**src/rtl/pipe_hazard_ctrl.sv**
```systemverilog
// Stall/flush sequencer for the 5-stage RV32I pipeline: load-use, branch flush, memory wait/timeout.
// Optional performance counters are enabled by defining PIPE_HAZARD_PERF_EN.
module pipe_hazard_ctrl #(
    parameter int MEM_TIMEOUT = 16,
    parameter int CNT_W       = 5
) (
    input  logic       clk,
    input  logic       rst,
    input  logic [4:0] id_rs1,
    input  logic [4:0] id_rs2,
    input  logic       id_rs1_used,
    input  logic       id_rs2_used,
    input  logic [4:0] ex_rd,
    input  logic       ex_mem_read,
    input  logic       ex_branch_taken,
    input  logic       mem_req,
    input  logic       mem_ack,
    output logic       stall_if,
    output logic       stall_id,
    output logic       stall_ex,
    output logic       stall_mem,
    output logic       flush_id,
    output logic       flush_ex,
    output logic       bubble_wb,
    output logic [1:0] state_o,
    output logic       err_o
`ifdef PIPE_HAZARD_PERF_EN
    ,
    output logic [31:0] perf_lu_cnt,
    output logic [31:0] perf_wait_cnt
`endif
);

    typedef enum logic [1:0] {
        ST_RUN  = 2'b00,
        ST_WAIT = 2'b01,
        ST_ERR  = 2'b10
    } state_e;

    state_e           state_q, state_d;
    logic [CNT_W-1:0] wait_cnt_q, wait_cnt_d;

    logic lu_hit;
    logic mem_miss;
    logic wait_last;
    logic hold_all;
    logic resolve;
    logic lu_stall;

    always_comb begin
        lu_hit = ex_mem_read && (ex_rd != '0) &&
                 ((id_rs1_used && (id_rs1 == ex_rd)) ||
                  (id_rs2_used && (id_rs2 == ex_rd)));
        // A request dropping while waiting is treated the same as an ack.
        mem_miss  = mem_req && !mem_ack;
        wait_last = (wait_cnt_q == CNT_W'(MEM_TIMEOUT - 1));
    end

    always_comb begin
        state_d    = state_q;
        wait_cnt_d = wait_cnt_q;
        hold_all   = 1'b0;
        resolve    = 1'b0;
        case (state_q)
            ST_RUN: begin
                if (mem_miss) begin
                    hold_all   = 1'b1;
                    state_d    = ST_WAIT;
                    wait_cnt_d = CNT_W'(1);
                end else begin
                    resolve = 1'b1;
                end
            end
            ST_WAIT: begin
                if (mem_miss) begin
                    hold_all = 1'b1;
                    if (wait_last) begin
                        state_d    = ST_ERR;
                        wait_cnt_d = '0;
                    end else begin
                        wait_cnt_d = wait_cnt_q + 1'b1;
                    end
                end else begin
                    resolve    = 1'b1;
                    state_d    = ST_RUN;
                    wait_cnt_d = '0;
                end
            end
            ST_ERR: begin
                hold_all = 1'b1;
            end
            default: begin
                state_d    = ST_RUN;
                wait_cnt_d = '0;
            end
        endcase
    end

    // Outputs are held low for the whole time rst is asserted.
    always_comb begin
        stall_if  = 1'b0;
        stall_id  = 1'b0;
        stall_ex  = 1'b0;
        stall_mem = 1'b0;
        flush_id  = 1'b0;
        flush_ex  = 1'b0;
        bubble_wb = 1'b0;
        state_o   = 2'b00;
        err_o     = 1'b0;
        lu_stall  = 1'b0;
        if (rst) begin
            if (hold_all) begin
                stall_if  = 1'b1;
                stall_id  = 1'b1;
                stall_ex  = 1'b1;
                stall_mem = 1'b1;
                bubble_wb = 1'b1;
            end else if (resolve) begin
                if (ex_branch_taken) begin
                    flush_id = 1'b1;
                    flush_ex = 1'b1;
                end else if (lu_hit) begin
                    stall_if = 1'b1;
                    stall_id = 1'b1;
                    flush_ex = 1'b1;
                    lu_stall = 1'b1;
                end
            end
            state_o = state_q;
            err_o   = (state_q == ST_ERR);
        end
    end

    always_ff @(posedge clk or negedge rst) begin
        if (!rst) begin
            state_q    <= ST_RUN;
            wait_cnt_q <= '0;
        end else begin
            state_q    <= state_d;
            wait_cnt_q <= wait_cnt_d;
        end
    end

`ifdef PIPE_HAZARD_PERF_EN
    logic [31:0] perf_lu_q, perf_lu_d;
    logic [31:0] perf_wait_q, perf_wait_d;

    always_comb begin
        perf_lu_d   = perf_lu_q;
        perf_wait_d = perf_wait_q;
        if (lu_stall && (perf_lu_q != '1)) begin
            perf_lu_d = perf_lu_q + 1'b1;
        end
        if (stall_mem && (perf_wait_q != '1)) begin
            perf_wait_d = perf_wait_q + 1'b1;
        end
    end

    always_ff @(posedge clk or negedge rst) begin
        if (!rst) begin
            perf_lu_q   <= '0;
            perf_wait_q <= '0;
        end else begin
            perf_lu_q   <= perf_lu_d;
            perf_wait_q <= perf_wait_d;
        end
    end

    always_comb begin
        perf_lu_cnt   = perf_lu_q;
        perf_wait_cnt = perf_wait_q;
    end
`endif

endmodule

```
**config.mk**
```make
export PLATFORM = sky130hd
export DESIGN_NAME = pipe_hazard_ctrl
export DESIGN_NICKNAME = d
export VERILOG_FILES = /design/src/rtl/pipe_hazard_ctrl.sv
export SDC_FILE = /design/constraint.sdc
export NUM_CORES = 1
export LEC_CHECK = 0
export ABC_AREA = 1
export CAP_MARGIN = 10
export CORE_MARGIN = 3
export CORE_UTILIZATION = 35
export DETAILED_ROUTE_END_ITERATION = 8
export PLACE_DENSITY = 0.75
export SETUP_SLACK_MARGIN = 0.15
export SYNTH_ARGS = -nofsm -noshare
export SYNTH_HDL_FRONTEND = slang
export SYNTH_SLANG_ARGS = --single-unit
```
**constraint.sdc**
```tcl
create_clock -name clk -period 1.1 [get_ports clk]
set_clock_uncertainty 0.1 [all_clocks]
set_input_delay 0.11 -clock clk [delete_from_list [all_inputs] [get_ports clk]]
set_output_delay 0.11 -clock clk [all_outputs]
set_load 0.05 [all_outputs]
```
[Yosys cells after proc, flatten, opt, wreduce, memory -nomap -nowiden]
Index checks and enable logic that the tools add are counted.
Storage, ports and cells
  flip-flop bits (word level): 7
  bits of input ports: 23
Cells by class
  $add $sub $neg: 1
  equal/unequal tests: 7
  multiplexer cells: 29
  bitwise operators: 1
  reduce and logical (&&, ||, !) cells: 12
Operators by type and width (number)
  1-bit two-way mux: 19
  5-bit two-way mux: 3
  5-bit one-hot mux with 3 select lines: 1
  5-bit == test: 2
  2-bit two-way mux: 4
  2-bit one-hot mux with 3 select lines: 1
  5-bit by 1-bit adder with 5-bit output, second input constant: 1
  5-bit by 4-bit == test with 1-bit output, second input constant: 1
  1-bit logical AND: 5
  5-bit nonzero test: 1
  3-bit != test, second input constant: 1
  3-bit AND reduction: 1
  2-bit by 1-bit == test with 1-bit output, second input constant: 1
  2-bit == test, second input constant: 1
  2-bit logical NOT: 1
  2-bit != test, second input constant: 1
  1-bit one-hot mux with 2 select lines: 1
  2-bit AND reduction: 1
  2-bit OR reduction: 1
  1-bit logical NOT: 1
  1-bit logical OR: 1
  1-bit inverter: 1

[Depth between registers and ports, before layout]
  depth after elaboration: 9
  gate-level depth with buffers: 9
  gate-level depth less buffers: 8

[Worst setup path before layout]
Ideal clock, no wire load.
  path kind: register to output
  start: register state_q[0]
  end: output stall_if
  arrival: 2347 ps
  slack: -1457 ps
  cell stages (with the launch flop): 6
  cell sequence: dfrtp_1 > nor2_1 > inv_1 > a21oi_1 > o21bai_1 > buf_4
On the way
  word-level cells in the longest chain between the ends: 6
  elaborated cells between the ends (all ways): 9
  classes of those cells: eq/ne (2); mux (5); reduce/logical (2)
RTL lines
  start, declared: RTL line 40  | state_e state_q, state_d;
  start signal, assigned: RTL line 139  | state_q <= state_d;
  2-bit by 1-bit == test with 1-bit output or 2-bit logical NOT (tied branches): RTL line 64  | case (state_q)
  2-bit OR reduction (no source line)
  1-bit two-way mux (2 in series)
  1-bit two-way mux (*) (2 in series)
  end, declared: RTL line 18  | output logic stall_if,
Every way passes the cells marked *; elsewhere a longest branch is shown, timed or not.

[Worst setup path after layout]
  start: register state_q[0]
  end: output stall_id
On the way
  word-level cells in the longest chain between the ends: 6
  elaborated cells between the ends (all ways): 9
  classes of those cells: eq/ne (2); mux (5); reduce/logical (2)
RTL lines
  2-bit by 1-bit == test with 1-bit output or 2-bit logical NOT (tied branches): RTL line 64
  2-bit OR reduction (no source line)
  1-bit two-way mux
  1-bit two-way mux: RTL line 118  | end else if (resolve) begin
  1-bit two-way mux (*): RTL line 112  | if (hold_all) begin
  1-bit two-way mux (*): RTL line 111  | if (rst) begin
  end, declared: RTL line 19  | output logic stall_id,
Marks and branches as above.

==> run metrics <==
FP Rows=14; slew margin rel.=a little over 80%; Worst Tran Pin Value=between 0.2 and 0.3 ns; syn_area_per_cell=between 5 and 6 um^2; number of iterations in the first detailed-routing pass=4; CORE AREA=0.00163 mm^2; Seq/Total Area, Yosys=27.0%; vias in the first global route=around 950; DP Wirelength=roughly 1.7 mm; CP max stage cell=dfrtp_1; CTS tree=yes; min Tclk post-route=1.71 ns; Vias/cell=approximately 5.6; endpoints failing setup=17; FF+latch count, synth=7; vias=approximately 1100; die width=approximately 49 um; Finished Layout Cells=a little under 200; reg-to-reg slack, setup=-0.39 ns; Post-Place Setup Slack=-0.625 ns; Crit. End Element=output port; Worst-path clk slew=about 0.06 ns; Worst EP arrival=1.50 ns; Synth Warn #=0; RSZ-0062 raised after global routing=true; Die Y=roughly 50 um; Root Buffer Master=clkbuf_4; Syn Nets=138; CTS Buffer Depth=2; CP Cell Sequence=nor2_1, inv_1, a21oi_4, o21bai_4, buf_12; fmax=roughly 600 MHz; clock sinks=7; maximum number of pins on one net before global-route repair=7; failing checks=setup timing; Pins Over Slew Limit=0; DR WL/cell=between 15 and 20 um; Syn-to-layout area delta=121%; status=finished, violations left; first-pass GRT wire length=approximately 4.1 mm; Setup CP Type=register to output port; antenna fix cells=0; slowest stage delay, CP=between 0.4 and 0.5 ns; Power, Total=about 830 uW; ratio of final minimum period to clock period=156%; PortBufs=32; GRT overflow=0; Post-Place Cells=roughly 180; Residual DRC=0; Critical Path RT=~0.9 ns; clk_lat worst skew=around 0.26 ns; # nets final=between 150 and 200; Routed Wire Length=~3.5 mm; Initial Util=approximately two fifths; proportion of layout cells with a drive suffix above 1=between 30% and 40%; kind of cell adding the most delay to the critical path=compound AO/OA/AOI/OAI gates; mapped cell area=about 650 um^2; htree depth=1; peak supply drop=roughly 0.9 mV; LEAKAGE=approximately 0.00076 uW; Antenna Nets Post-Route=0; setup ws final=-0.614 ns; die area=0.00240 mm^2; Mapped Cells=roughly 110; final hold violations=0; library cells used by synthesis=17; Max Cap Viol=0; Cell Pwr Density=between 500 and 600 mW/mm^2; clock buffer count from CTS=3; crit start category=register; GRT Resource Usage Total=21.9%; initial antenna violation count=0; initial DRC count=50; WP buf/inv=2; Final Util=about 90%; Ports=33; Layout fillers=85; crit path max fanout=3; GPL Wtd Cong=approximately 0.79; worst hold path class=register to register
[flip-flops by register name, summed over array words and instances, names as in the netlist]
name	cells
wait_cnt_q	5
state_q	2
[logic make-up (layout without fill, tap and decap cells)]
| logic type | after synthesis | in the layout | synth area share, % |
|---|---|---|---|
| flip-flops | 7 | 7 | 27.0 |
| XOR/XNOR | 2 | 2 | 2.70 |
| AO/OA/AOI/OAI | 9 | 9 | 7.34 |
| AND/OR/NAND/NOR | 65 | 65 | 40.7 |
| multiplexers | 1 | 1 | 1.74 |
| adder cells (fa/ha/maj) | 1 | 1 | 1.93 |
| buffers and inverters | 29 | 85 | 18.5 |
[layer usage]
layer	vias to the layer above	global-route usage (%)	wire length [um]
li1	454	-	-
met1	485	21.2	1200
met5	-	0	0
met4	0	5.69	274
met3	39	5.81	376
met2	110	44.6	1670
[placed cells by master (no fill, tap or decap)]
master / synthesis / routed
a21oi_2: 0 / 2
a21oi_4: 0 / 1
buf_12: 0 / 10
buf_4: 3 / 16
buf_6: 0 / 6
clkbuf_1: 0 / 1
clkbuf_4: 0 / 3
clkdlybuf4s50_1: 0 / 6
clkinvlp_4: 0 / 1
dfrtp_1: 7 / 7
dlygate4sd2_1: 0 / 15
dlygate4sd3_1: 0 / 1
dlymetal6s2s_1: 0 / 1
ha_4: 0 / 1
inv_1: 24 / 20
inv_2: 2 / 5
mux2_2: 1 / 1
nand2_1: 38 / 33
nand2_2: 1 / 2
nand2_4: 0 / 4
nand3_1: 8 / 4
nand3_2: 0 / 3
nand3_4: 0 / 1
nand4_1: 2 / 2
nor2_1: 15 / 9
nor2_2: 1 / 4
nor2_4: 0 / 3
o21ai_0: 5 / 1
o21ai_1: 0 / 1
o21ai_2: 0 / 3
o21bai_4: 0 / 1
xnor2_1: 1 / 1
xor2_1: 1 / 1
[worst paths after layout]
path	cells past startpoint	from	endpoint
setup / recovery	5	state_q[0]	stall_id
min in group asynchronous	4	rst	state_q[1]
setup reg to reg	7	state_q[1]	wait_cnt_q[0]
hold / removal	2	wait_cnt_q[4]	wait_cnt_q[4]
hold reg to reg	2	wait_cnt_q[4]	wait_cnt_q[4]
max in group asynchronous	4	rst	wait_cnt_q[3]
[cell usage after synthesis]
library cell	instances	area [um^2]
xnor2_1	1	8.76
buf_4	3	22.5
nor2_1	15	56.3
o21ai_0	5	25.0
inv_2	2	7.51
nand3_1	8	40.0
nor2_2	1	6.26
mux2_2	1	11.3
dfrtp_1	7	175
o21bai_1	1	7.51
xor2_1	1	8.76
nand4_1	2	12.5
inv_1	24	90.1
a21oi_1	3	15.0
ha_1	1	12.5
nand2_1	38	143
nand2_2	1	6.26
[repair_timing]
item                                    CTS  global route
pin swaps                                18             9
gates resized for setup                  33            18
setup buffers                             5             2
endpoints found under the setup margin   17            17
hold buffers                              1             0
hold endpoints to repair                  7             0
[area by class of cell]
cell class | count | area (um^2) | share of cell area (%)
tap | 24 | 30.0 | 2.10
sequential | 7 | 175 | 12.2
timing repair buffer | 55 | 602 | 42.0
multi-input combinational | 78 | 497 | 34.7
clock buffer | 4 | 26.3 | 1.84
inverter | 26 | 101 | 7.08
[metrics by stage]
stage               hold slack [ns]  setup TNS [ns]  cell area, um^2
floorplan                    -0.286           -2.12              697
global placement              0.334           -6.19             1230
detailed placement            0.342           -6.73             1230
CTS                           0.401           -4.25             1350
global route                  0.459           -7.39             1430
finish                        0.415           -6.40             1430
[power by group]
group          total (uW)  internal (uW)  switching (uW)
logic                 333            156             177
registers             258            258               0
clock network         237            139            98.3
total                 828            553             275
[worst register-to-register path, cell delays in order (launching register included)]
cell and delay, ns:
dfrtp_1 0.38, inv_2 0.11, buf_6 0.11, nand2_4 0.05, buf_4 0.13, buf_4 0.13, mux2_2 0.26, nor2_2 0.12
Note: power is estimated with default switching activity, not from simulation.
